File: config.mk
export PLATFORM = sky130hd
export DESIGN_NAME = pulpino_mailbox_apb
export DESIGN_NICKNAME = d
export VERILOG_FILES = /design/src/rtl/pulpino_mailbox_pkg.sv /design/src/rtl/mailbox_fifo.sv /design/src/rtl/pulpino_mailbox_apb.sv
export SDC_FILE = /design/constraint.sdc
export NUM_CORES = 1
export LEC_CHECK = 0
export CAP_MARGIN = 25
export CORE_ASPECT_RATIO = 0.75
export CORE_MARGIN = 2
export CORE_UTILIZATION = 50
export CTS_BUF_LIST = sky130_fd_sc_hd__clkbuf_8
export CTS_CLUSTER_DIAMETER = 30
export DETAILED_ROUTE_END_ITERATION = 10
export GPL_TIMING_DRIVEN = 0
export PLACE_DENSITY = 0.95
export SYNTH_ARGS = -nofsm -noshare
export SYNTH_HDL_FRONTEND = slang
export SYNTH_SLANG_ARGS = --single-unit
export TNS_END_PERCENT = 10
File: constraint.sdc
create_clock -name crypto_clk -period 5.8 [get_ports crypto_clk]
set_input_delay 0.58 -clock crypto_clk [delete_from_list [all_inputs] [get_ports crypto_clk]]
set_output_delay 0.58 -clock crypto_clk [all_outputs]
set_load 0.005 [all_outputs]
File: src/rtl/pulpino_mailbox_pkg.sv
// Shared constants for the PULPino-side USB mailbox: APB register map,
// STATUS bit layout and the flag-word bit indices used by the toggle handshake.
package pulpino_mailbox_pkg;

    // Word index decoded from paddr[3:2]
    localparam logic [1:0] REG_RX_DATA = 2'd0;
    localparam logic [1:0] REG_TX_DATA = 2'd1;
    localparam logic [1:0] REG_STATUS  = 2'd2;
    localparam logic [1:0] REG_IRQ_EN  = 2'd3;

    localparam int ST_RX_EMPTY     = 0;
    localparam int ST_RX_FULL      = 1;
    localparam int ST_TX_BUSY      = 2;
    localparam int ST_RX_COUNT_LSB = 3;
    localparam int ST_RX_COUNT_MSB = 7;

    // Host -> PULPino flag bits
    localparam int FLAG_RX_REQ = 0;
    localparam int FLAG_TX_ACK = 1;
    // PULPino -> host flag bits
    localparam int FLAG_RX_ACK   = 0;
    localparam int FLAG_TX_VALID = 1;

    function automatic logic [31:0] pack_status(input logic       rx_empty,
                                                input logic       rx_full,
                                                input logic       tx_busy,
                                                input logic [4:0] rx_count);
        logic [31:0] s;
        s = '0;
        s[ST_RX_EMPTY] = rx_empty;
        s[ST_RX_FULL]  = rx_full;
        s[ST_TX_BUSY]  = tx_busy;
        s[ST_RX_COUNT_MSB:ST_RX_COUNT_LSB] = rx_count;
        return s;
    endfunction

endpackage

File: src/rtl/mailbox_fifo.sv
// Synchronous RX word FIFO for the mailbox; reset clears pointers and count,
// storage is left uninitialised.
module mailbox_fifo #(
    parameter int DATA_W = 32,
    parameter int DEPTH  = 4
) (
    input  logic                     clk,
    input  logic                     rst,
    input  logic                     push,
    input  logic [DATA_W-1:0]        wdata,
    input  logic                     pop,
    output logic [DATA_W-1:0]        rdata,
    output logic                     full,
    output logic                     empty,
    output logic [$clog2(DEPTH):0]   count
);
    localparam int AW = $clog2(DEPTH);
    localparam int CW = AW + 1;

    logic [DATA_W-1:0] mem [DEPTH];
    logic [AW-1:0]     wr_ptr;
    logic [AW-1:0]     rd_ptr;
    logic              do_push;
    logic              do_pop;

    assign do_push = push & ~full;
    assign do_pop  = pop & ~empty;

    // Pointers wrap naturally because DEPTH is a power of two
    always_ff @(posedge clk or posedge rst) begin
        if (rst) begin
            wr_ptr <= '0;
            rd_ptr <= '0;
            count  <= '0;
        end else begin
            if (do_push) wr_ptr <= wr_ptr + AW'(1);
            if (do_pop)  rd_ptr <= rd_ptr + AW'(1);
            case ({do_push, do_pop})
                2'b10:   count <= count + CW'(1);
                2'b01:   count <= count - CW'(1);
                default: ;
            endcase
        end
    end

    always_ff @(posedge clk) begin
        if (do_push) mem[wr_ptr] <= wdata;
    end

    assign rdata = mem[rd_ptr];
    assign full  = (count == CW'(DEPTH));
    assign empty = (count == '0);

endmodule

File: src/rtl/pulpino_mailbox_apb.sv
// PULPino-side APB slave of the USB<->PULPino mailbox with two-toggle handshakes.
// Optional feature: define MAILBOX_IRQ_EN to add the IRQ_EN register and irq_o flop.
module pulpino_mailbox_apb
    import pulpino_mailbox_pkg::*;
#(
    parameter int pRX_DEPTH = 4,
    parameter int pAPB_AW   = 12
) (
    input  logic               crypto_clk,
    input  logic               reset_i,
    input  logic [pAPB_AW-1:0] paddr,
    input  logic               psel,
    input  logic               penable,
    input  logic               pwrite,
    input  logic [31:0]        pwdata,
    output logic [31:0]        prdata,
    output logic               pready,
    output logic               pslverr,
    input  logic [31:0]        usb_to_pulpino_i,
    input  logic [31:0]        ext_to_pulpino_flags_i,
    output logic [31:0]        pulpino_to_usb_o,
    output logic [31:0]        pulpino_to_ext_flags_o,
    output logic               irq_o
);
    localparam int CW = $clog2(pRX_DEPTH) + 1;

    logic [1:0]    reg_sel;
    logic          rd_access;
    logic          wr_access;

    logic          rx_req_s1, rx_req_s2, rx_req_prev;
    logic          tx_ack_s1, tx_ack_s2, tx_ack_prev;
    logic          rx_req_edge;
    logic          tx_ack_edge;

    logic          rx_pending;
    logic          rx_ack;
    logic          tx_valid;
    logic          tx_busy;
    logic          tx_load;

    logic          fifo_push;
    logic          fifo_pop;
    logic [31:0]   fifo_rdata;
    logic          fifo_full;
    logic          fifo_empty;
    logic [CW-1:0] rx_count;
    logic          irq_en_rd;

    // Only paddr[3:2] and the two handshake flag bits are meaningful
    logic unused_bits;
    assign unused_bits = ^{paddr[pAPB_AW-1:4], paddr[1:0], ext_to_pulpino_flags_i[31:2]};

    assign pready    = 1'b1;
    assign reg_sel   = paddr[3:2];
    assign rd_access = psel & penable & ~pwrite;
    assign wr_access = psel & penable & pwrite;

    assign rx_req_edge = rx_req_s2 ^ rx_req_prev;
    assign tx_ack_edge = tx_ack_s2 ^ tx_ack_prev;

    assign fifo_push = rx_pending & ~fifo_full;
    assign fifo_pop  = rd_access & (reg_sel == REG_RX_DATA) & ~fifo_empty;
    assign tx_load   = wr_access & (reg_sel == REG_TX_DATA) & ~tx_busy;

    // Stage: host flag synchronizers and edge-detect history
    always_ff @(posedge crypto_clk or posedge reset_i) begin
        if (reset_i) begin
            rx_req_s1   <= 1'b0;
            rx_req_s2   <= 1'b0;
            rx_req_prev <= 1'b0;
            tx_ack_s1   <= 1'b0;
            tx_ack_s2   <= 1'b0;
            tx_ack_prev <= 1'b0;
        end else begin
            rx_req_s1   <= ext_to_pulpino_flags_i[FLAG_RX_REQ];
            rx_req_s2   <= rx_req_s1;
            rx_req_prev <= rx_req_s2;
            tx_ack_s1   <= ext_to_pulpino_flags_i[FLAG_TX_ACK];
            tx_ack_s2   <= tx_ack_s1;
            tx_ack_prev <= tx_ack_s2;
        end
    end

    // Stage: handshake state; an edge coinciding with the push of the
    // previous request is a host protocol violation and is dropped
    always_ff @(posedge crypto_clk or posedge reset_i) begin
        if (reset_i) begin
            rx_pending       <= 1'b0;
            rx_ack           <= 1'b0;
            tx_valid         <= 1'b0;
            tx_busy          <= 1'b0;
            pulpino_to_usb_o <= '0;
        end else begin
            if (fifo_push)        rx_pending <= 1'b0;
            else if (rx_req_edge) rx_pending <= 1'b1;

            if (fifo_push) rx_ack <= ~rx_ack;

            if (tx_load) begin
                pulpino_to_usb_o <= pwdata;
                tx_valid         <= ~tx_valid;
                tx_busy          <= 1'b1;
            end else if (tx_ack_edge) begin
                tx_busy <= 1'b0;
            end
        end
    end

    mailbox_fifo #(
        .DATA_W (32),
        .DEPTH  (pRX_DEPTH)
    ) u_rx_fifo (
        .clk   (crypto_clk),
        .rst   (reset_i),
        .push  (fifo_push),
        .wdata (usb_to_pulpino_i),
        .pop   (fifo_pop),
        .rdata (fifo_rdata),
        .full  (fifo_full),
        .empty (fifo_empty),
        .count (rx_count)
    );

`ifdef MAILBOX_IRQ_EN
    logic irq_en;
    logic irq_q;

    always_ff @(posedge crypto_clk or posedge reset_i) begin
        if (reset_i) begin
            irq_en <= 1'b0;
            irq_q  <= 1'b0;
        end else begin
            if (wr_access && (reg_sel == REG_IRQ_EN)) irq_en <= pwdata[0];
            irq_q <= irq_en & ~fifo_empty;
        end
    end

    assign irq_o     = irq_q;
    assign irq_en_rd = irq_en;
`else
    assign irq_o     = 1'b0;
    assign irq_en_rd = 1'b0;
`endif

    always_comb begin
        pulpino_to_ext_flags_o                = '0;
        pulpino_to_ext_flags_o[FLAG_RX_ACK]   = rx_ack;
        pulpino_to_ext_flags_o[FLAG_TX_VALID] = tx_valid;
    end

    // Read data is combinational; the RX pop lands on the closing clock edge
    always_comb begin
        prdata  = '0;
        pslverr = 1'b0;
        if (psel && !pwrite) begin
            case (reg_sel)
                REG_RX_DATA: prdata = fifo_empty ? 32'h0 : fifo_rdata;
                REG_STATUS:  prdata = pack_status(fifo_empty, fifo_full, tx_busy, 5'(rx_count));
                REG_IRQ_EN:  prdata = {31'b0, irq_en_rd};
                default:     prdata = '0;
            endcase
        end
        if (rd_access && (reg_sel == REG_RX_DATA) && fifo_empty) pslverr = 1'b1;
        if (wr_access && (reg_sel == REG_TX_DATA) && tx_busy)    pslverr = 1'b1;
    end

endmodule

## Word level (Yosys, flattened, before mapping)

Memories as Yosys holds them, arrays and structs flattened.
Index checks and enable logic that the tools add are counted.
W data, S select, Z words.

- Add/sub/neg operators: 4
- Eq/ne operators: 5
- Multiplexer cells: 12
- Bitwise logic cells: 18
- Reduce and logical (&&, ||, !) cells: 11

Operators by type and width:

| operator | number |
|---|---|
| $mux W32 | 2 |
| $pmux W32 S2 | 1 |
| $and A1 B1 Y1 | 10 |
| $mux W1 | 8 |
| $not A1 Y1 | 6 |
| $pmux W3 S2 | 1 |
| $reduce_bool A2 Y1 | 3 |
| $logic_and A1 B1 Y1 | 5 |
| $add A2 B1 Y2 const B | 2 |
| $eq A2 B1 Y1 const B | 2 |
| $eq A2 B2 Y1 const B | 2 |
| $add A3 B1 Y3 const B | 1 |
| $eq A3 B3 Y1 const B | 1 |
| $logic_not A3 Y1 | 1 |
| $sub A3 B1 Y3 const B | 1 |
| $logic_not A2 Y1 | 1 |
| $xor A1 B1 Y1 | 2 |
| $logic_not A1 Y1 | 1 |

- Register bits after elaboration: 49
- Bits in writable memories: 128
- Output and inout port bits: 99
- Memories: 1

Memory list:

| memory | words | bits a word | read ports | clocked after Yosys merged registers in | wr ports | line | text |
|---|---|---|---|---|---|---|---|
| u_rx_fifo.mem | 4 | 32 | 1 | 0 | 1 | mailbox_fifo.sv:20 | `logic [DATA_W-1:0] mem [DEPTH];` |

## Longest topological paths before layout

- Depth after elaboration: 7
- Mapped depth: 10
- Mapped depth without buffers: 9

## Cells and area by module

From an unflattened synthesis, not the netlist that was laid out.

- Cells, all modules: 382
- Area, all modules: 7225.7 µm²

Modules (own cells, without submodules):

| module | times used | cells an instance | area an instance (µm²) | sequential area each (µm²) |
|---|---|---|---|---|
| mailbox_fifo | 1 | 206 | 5094.9 | 4018.9 |
| pulpino_mailbox_apb | 1 | 176 | 2130.8 | 1051.0 |

## Least setup slack after synthesis

No wires, ideal clock.

- Kind: in2reg
- Start: input port pwrite
- End: register u_rx_fifo.count[2]
- Library setup time: 0.079 ns
- Arrival: 2.206 ns
- Data required time: 5.721 ns
- Setup slack: 3.515 ns
- Stages on the path: 10
- Path buffers: 1
- Cells stage by stage: nor4b_2 -> buf_2 -> nand3_1 -> inv_1 -> ha_1 -> inv_1 -> fa_1 -> xor2_1 -> nor2_1 -> xor2_1

- Cells in the longest elaborated chain, start to end: 7

RTL lines:

| element | line | text |
|---|---|---|
| start, declared | pulpino_mailbox_apb.sv:14 | `input logic pwrite,` |
| $not A1 Y1 * | pulpino_mailbox_apb.sv:56 | `assign rd_access = psel & penable & ~pwrite;` |
| $and A1 B1 Y1 * | pulpino_mailbox_apb.sv:56 |  |
| $and A1 B1 Y1 * (2 in a row) | pulpino_mailbox_apb.sv:63 | `assign fifo_pop = rd_access & (reg_sel == REG_RX_DATA) & ~fifo_empty;` |
| $and A1 B1 Y1 * | mailbox_fifo.sv:27 | `assign do_pop = pop & ~empty;` |
| named net u_rx_fifo.do_pop | mailbox_fifo.sv:24 | `logic do_pop;` |
| $eq A2 B1 Y1 or $eq A2 B2 Y1 (tied branches) | mailbox_fifo.sv:38 | `case ({do_push, do_pop})` |
| $pmux W3 S2 or $reduce_bool A2 Y1 (tied branches) | - |  |
| end signal, assigned | mailbox_fifo.sv:39 | `2'b10: count <= count + CW'(1);` |
| end signal, assigned | mailbox_fifo.sv:40 | `2'b01: count <= count - CW'(1);` |
| end, declared | mailbox_fifo.sv:15 | `output logic [$clog2(DEPTH):0] count` |

The timed path passes the listed nets; every way through them passes the cells marked *.
A chain may end at the register's enable or synchronous reset.

## Worst setup path in the final report

- Start: input port pwrite
- End: output port prdata[29]

- Cells in the longest elaborated chain, start to end: 3

RTL lines:

| element | line | text |
|---|---|---|
| $logic_not A1 Y1 | pulpino_mailbox_apb.sv:156 | `if (psel && !pwrite) begin` |
| $logic_and A1 B1 Y1 | pulpino_mailbox_apb.sv:156 |  |
| $mux W32 | pulpino_mailbox_apb.sv:156 |  |
| end, declared | pulpino_mailbox_apb.sv:16 | `output logic [31:0] prdata,` |

Every way passes these cells.

==> flow_summary.ini <==
[run_status]
status = complete, no violations

[clock_tree]
root_buffer = sky130_fd_sc_hd__clkbuf_8
cts.repair_timing.setup_buffer_count = 0
worstSkewPairLatency_ns = 0.44
clk_pin_slew_ns = 0.08
cts_made_buffers = 17
cts.repair.resized = 0
clock_sinks = 177
htreeDepth = 4
post_cts_hold_buffer_count = 0
cts_buffer_depth = 2
cts_tree = yes

[global_routing]
global_route.overflow_total = 0
antenna_found_initial = 0
vias_in_the_first_global_route = 3992
global_route.usage.total = 0.1871
grt_first_pass_wirelength_mm = 21.28
grt_max_degree = 33

[detailed_routing]
antenna_violation_net_count_after_detailed_routing = 0
postRouteWirelength_mm = 14.15
wire_per_inst_um = 18.12
num_vias = 3850
viasPerCell = 4.930
drt_drc_violations_left = 0
detailedRoute.firstIterationViolations = 251
dr.pass1.iters = 4

[pwr]
netSwitchingPower_mw = 0.9941
p_leak_nw = 3.636
power_frac_seq = 0.496
internal-power_mw = 2.668
vdd_ir_drop_max_v = 0.0002252
pwr-share-clk = 0.205
design_power_total_mw = 3.662
net_switching_share_of_the_total_power = 0.2715
power_density_mw_per_mm2 = 390.1
comb_power_share = 0.299

[sta]
final_max_slew_viol_count = 0
fin_crit_sh = 0.5761
fin_setup_tns_ns = 0
finalClockSkew_ns = 0.007214
tightest_slew_ns = 0.9352
timing.fmax_ghz = 0.2993
setup_viol = 0
rsz_0062_raised_after_global_routing = no
final-hold-violation-count = 0
slew-limit-headroom = 0.3765
finalWorstPathRequiredPeriod_ns = 3.341

[worst_setup_path]
worst-endpoint-arrival_ns = 2.76
r2r_cells = 10
critical_path.reg2reg.endpoint = u_rx_fifo.count[2]
regToRegStartpoint = u_rx_fifo.count[0]
worstSetupPathType = primary input to output port
timing.critical_path.from_type = primary input
r2r_setup_slack_ns = 3.46
required_ns = 5.22
crit_fanout = 10
worstSetupEndpointType = output port

[final_layout]
synthToLayoutAreaGrowth_pct = 29.46
nets = 687
num_antenna_cells = 0
multi_input_area_sq_mm = 0.001878
drive_gt1_frac = 0.2530
final_area_sq_mm = 0.009387
final_core_util = 0.6559
stdcell_count = 781
area_of_all_sequential_standard_cells_sq_mm = 0.005070
fillCellCount = 1000

[place]
portBuffers = 139
gp_routability_congestion = 0.7464
dp_hpwl_mm = 9.812
placedInstanceArea_sq_mm = 0.009030
placed_cells_incl_taps = 749

[hold_path]
hold-path-cell-count = 0
worst_hold_path_type = flip-flop to flip-flop
worstHoldStart = tx_ack_s1
whs_endpoint = tx_ack_s2

[synthesis]
yosysWarnings = 0
top_count_cell_post_synth = sky130_fd_sc_hd__edfxtp_1
synth_top_cells_by_area = sky130_fd_sc_hd__edfxtp_1, sky130_fd_sc_hd__dfrtp_1, sky130_fd_sc_hd__mux4_2, sky130_fd_sc_hd__mux2_4, sky130_fd_sc_hd__buf_4
synth.top_cell.area_share = 0.5301
synth_cell_area_sq_mm = 0.007251
synth_cells = 379
synthArstFlopShare = 0.2768
synth_common_cells = sky130_fd_sc_hd__edfxtp_1, sky130_fd_sc_hd__dfrtp_1, sky130_fd_sc_hd__buf_4
netlist.top_cell.by_area = sky130_fd_sc_hd__edfxtp_1
seq_area_frac_synth = 0.6992
count_of_cell_types_in_the_netlist = 34
yosys_register_bits = 177
synth-edff-count = 128
synth.avg_cell_area_sq_um = 19.13
ys_dominant_reg_cell = sky130_fd_sc_hd__edfxtp_1

[floorplan]
pin_count = 212
die_area_sq_mm = 0.01549
rows = 38
chipWidth_um = 143.1
floorplan.die.height_um = 108.3
floorplan.core_area_sq_mm = 0.01431
start_util = 0.5066

[job]
drv_cap = 0
-- kinds of logic after synthesis --
| group | Yosys count | share of synthesized area |
|---|---|---|
| AO/OA/AOI/OAI | 9 | 0.01070 |
| multiplexers | 66 | 0.1665 |
| AND/OR/NAND/NOR | 48 | 0.04107 |
| XOR/XNOR | 10 | 0.01208 |
| adder cells (fa/ha/maj) | 6 | 0.01139 |
| flip-flops | 177 | 0.6992 |
| other | 2 | 0.001036 |
| buffers and inverters | 61 | 0.05798 |
-- critical path, cell delays in order --
cell                              delay (ns)
sky130_fd_sc_hd__clkdlybuf4s50_1        0.45
sky130_fd_sc_hd__nor4b_2                0.43
sky130_fd_sc_hd__buf_2                  0.30
sky130_fd_sc_hd__buf_2                  0.27
sky130_fd_sc_hd__and3_1                 0.22
sky130_fd_sc_hd__clkdlybuf4s50_1        0.52
-- worst max-delay path by stage --
| stage | startpoint | to | slack (ns) | cells after the start |
|---|---|---|---|---|
| finish | pwrite | prdata[29] | 2.46 | 6 |
| global route | pwrite | prdata[28] | 2.35 | 6 |
| CTS | pwrite | prdata[28] | 2.44 | 6 |
| detailed placement | pwrite | prdata[28] | 2.46 | 6 |
| global placement | pwrite | prdata[28] | 2.46 | 6 |
| floorplan | pwrite | u_rx_fifo.count[2] | 3.51 | 10 |
-- routing by layer --
layer,part of all wire,vias to the layer above,track usage,routed length (um)
li1,-,1756,-,-
met1,0.41,1953,0.2370,5855
met2,0.51,125,0.3154,7282
met3,0.059,16,0.05580,830
met4,0.013,0,0.05658,180
met5,0,-,0,0
-- sequential cells by signal, summed over array words and instances (netlist names) --
| name | count |
|---|---|
| u_rx_fifo.mem | 128 |
| rx_req_s2 | 1 |
| pulpino_to_usb_o | 32 |
| tx_busy | 1 |
| tx_valid | 1 |
| tx_ack_s1 | 1 |
| u_rx_fifo.wr_ptr | 2 |
| rx_req_prev | 1 |
| tx_ack_prev | 1 |
| u_rx_fifo.count | 3 |
| rx_pending | 1 |
| tx_ack_s2 | 1 |
| rx_req_s1 | 1 |
| u_rx_fifo.rd_ptr | 2 |
| rx_ack | 1 |
-- power by group through the flow --
| stage | registers, mW | logic, mW | clock network [mW] |
|---|---|---|---|
| finish | 1.82 | 1.09 | 0.752 |
| global route | 1.85 | 1.18 | 0.818 |
| CTS | 1.82 | 1.12 | 0.772 |
| detailed placement | 1.84 | 1.11 | 0 |
| global placement | 1.82 | 1.06 | 0 |
| floorplan | 1.81 | 0.702 | 0 |
-- through the flow --
stage	setup slack [ns]	hold slack (ns)
detailed placement	2.458	0.3385
finish	2.459	0.3566
global placement	2.462	0.3347
CTS	2.443	0.3564
global route	2.350	0.3591
floorplan	3.515	0.3312
-- area by class of cell --
type | count | share of cell area
plain buffers | 52 | 0.04119
inverters | 9 | 0.003599
multi-input cells | 171 | 0.2001
repair buffers | 140 | 0.1504
flip-flops and latches | 177 | 0.5401
clock inverters | 12 | 0.008664
clock buffers | 20 | 0.02933
well taps | 200 | 0.02666
-- layout by cell type (no fill, tap or decap), types with 2 or more instances in the layout --
master / n
sky130_fd_sc_hd__clkbuf_1: 5
sky130_fd_sc_hd__and2_2: 4
sky130_fd_sc_hd__conb_1: 32
sky130_fd_sc_hd__mux4_2: 32
sky130_fd_sc_hd__dfrtp_1: 49
sky130_fd_sc_hd__and3_1: 26
sky130_fd_sc_hd__buf_2: 6
sky130_fd_sc_hd__xnor2_1: 5
sky130_fd_sc_hd__buf_4: 34
sky130_fd_sc_hd__nor2_1: 5
sky130_fd_sc_hd__clkdlybuf4s50_1: 139
sky130_fd_sc_hd__ha_1: 5
sky130_fd_sc_hd__mux2_4: 28
sky130_fd_sc_hd__nor3_1: 2
sky130_fd_sc_hd__clkbuf_8: 20
sky130_fd_sc_hd__inv_1: 15
sky130_fd_sc_hd__edfxtp_1: 128
sky130_fd_sc_hd__mux2_2: 5
sky130_fd_sc_hd__buf_6: 6
sky130_fd_sc_hd__xor2_1: 5
sky130_fd_sc_hd__nand2_1: 3
sky130_fd_sc_hd__a22o_1: 5
sky130_fd_sc_hd__clkinv_2: 2
Power figures use the tool's default switching activity.
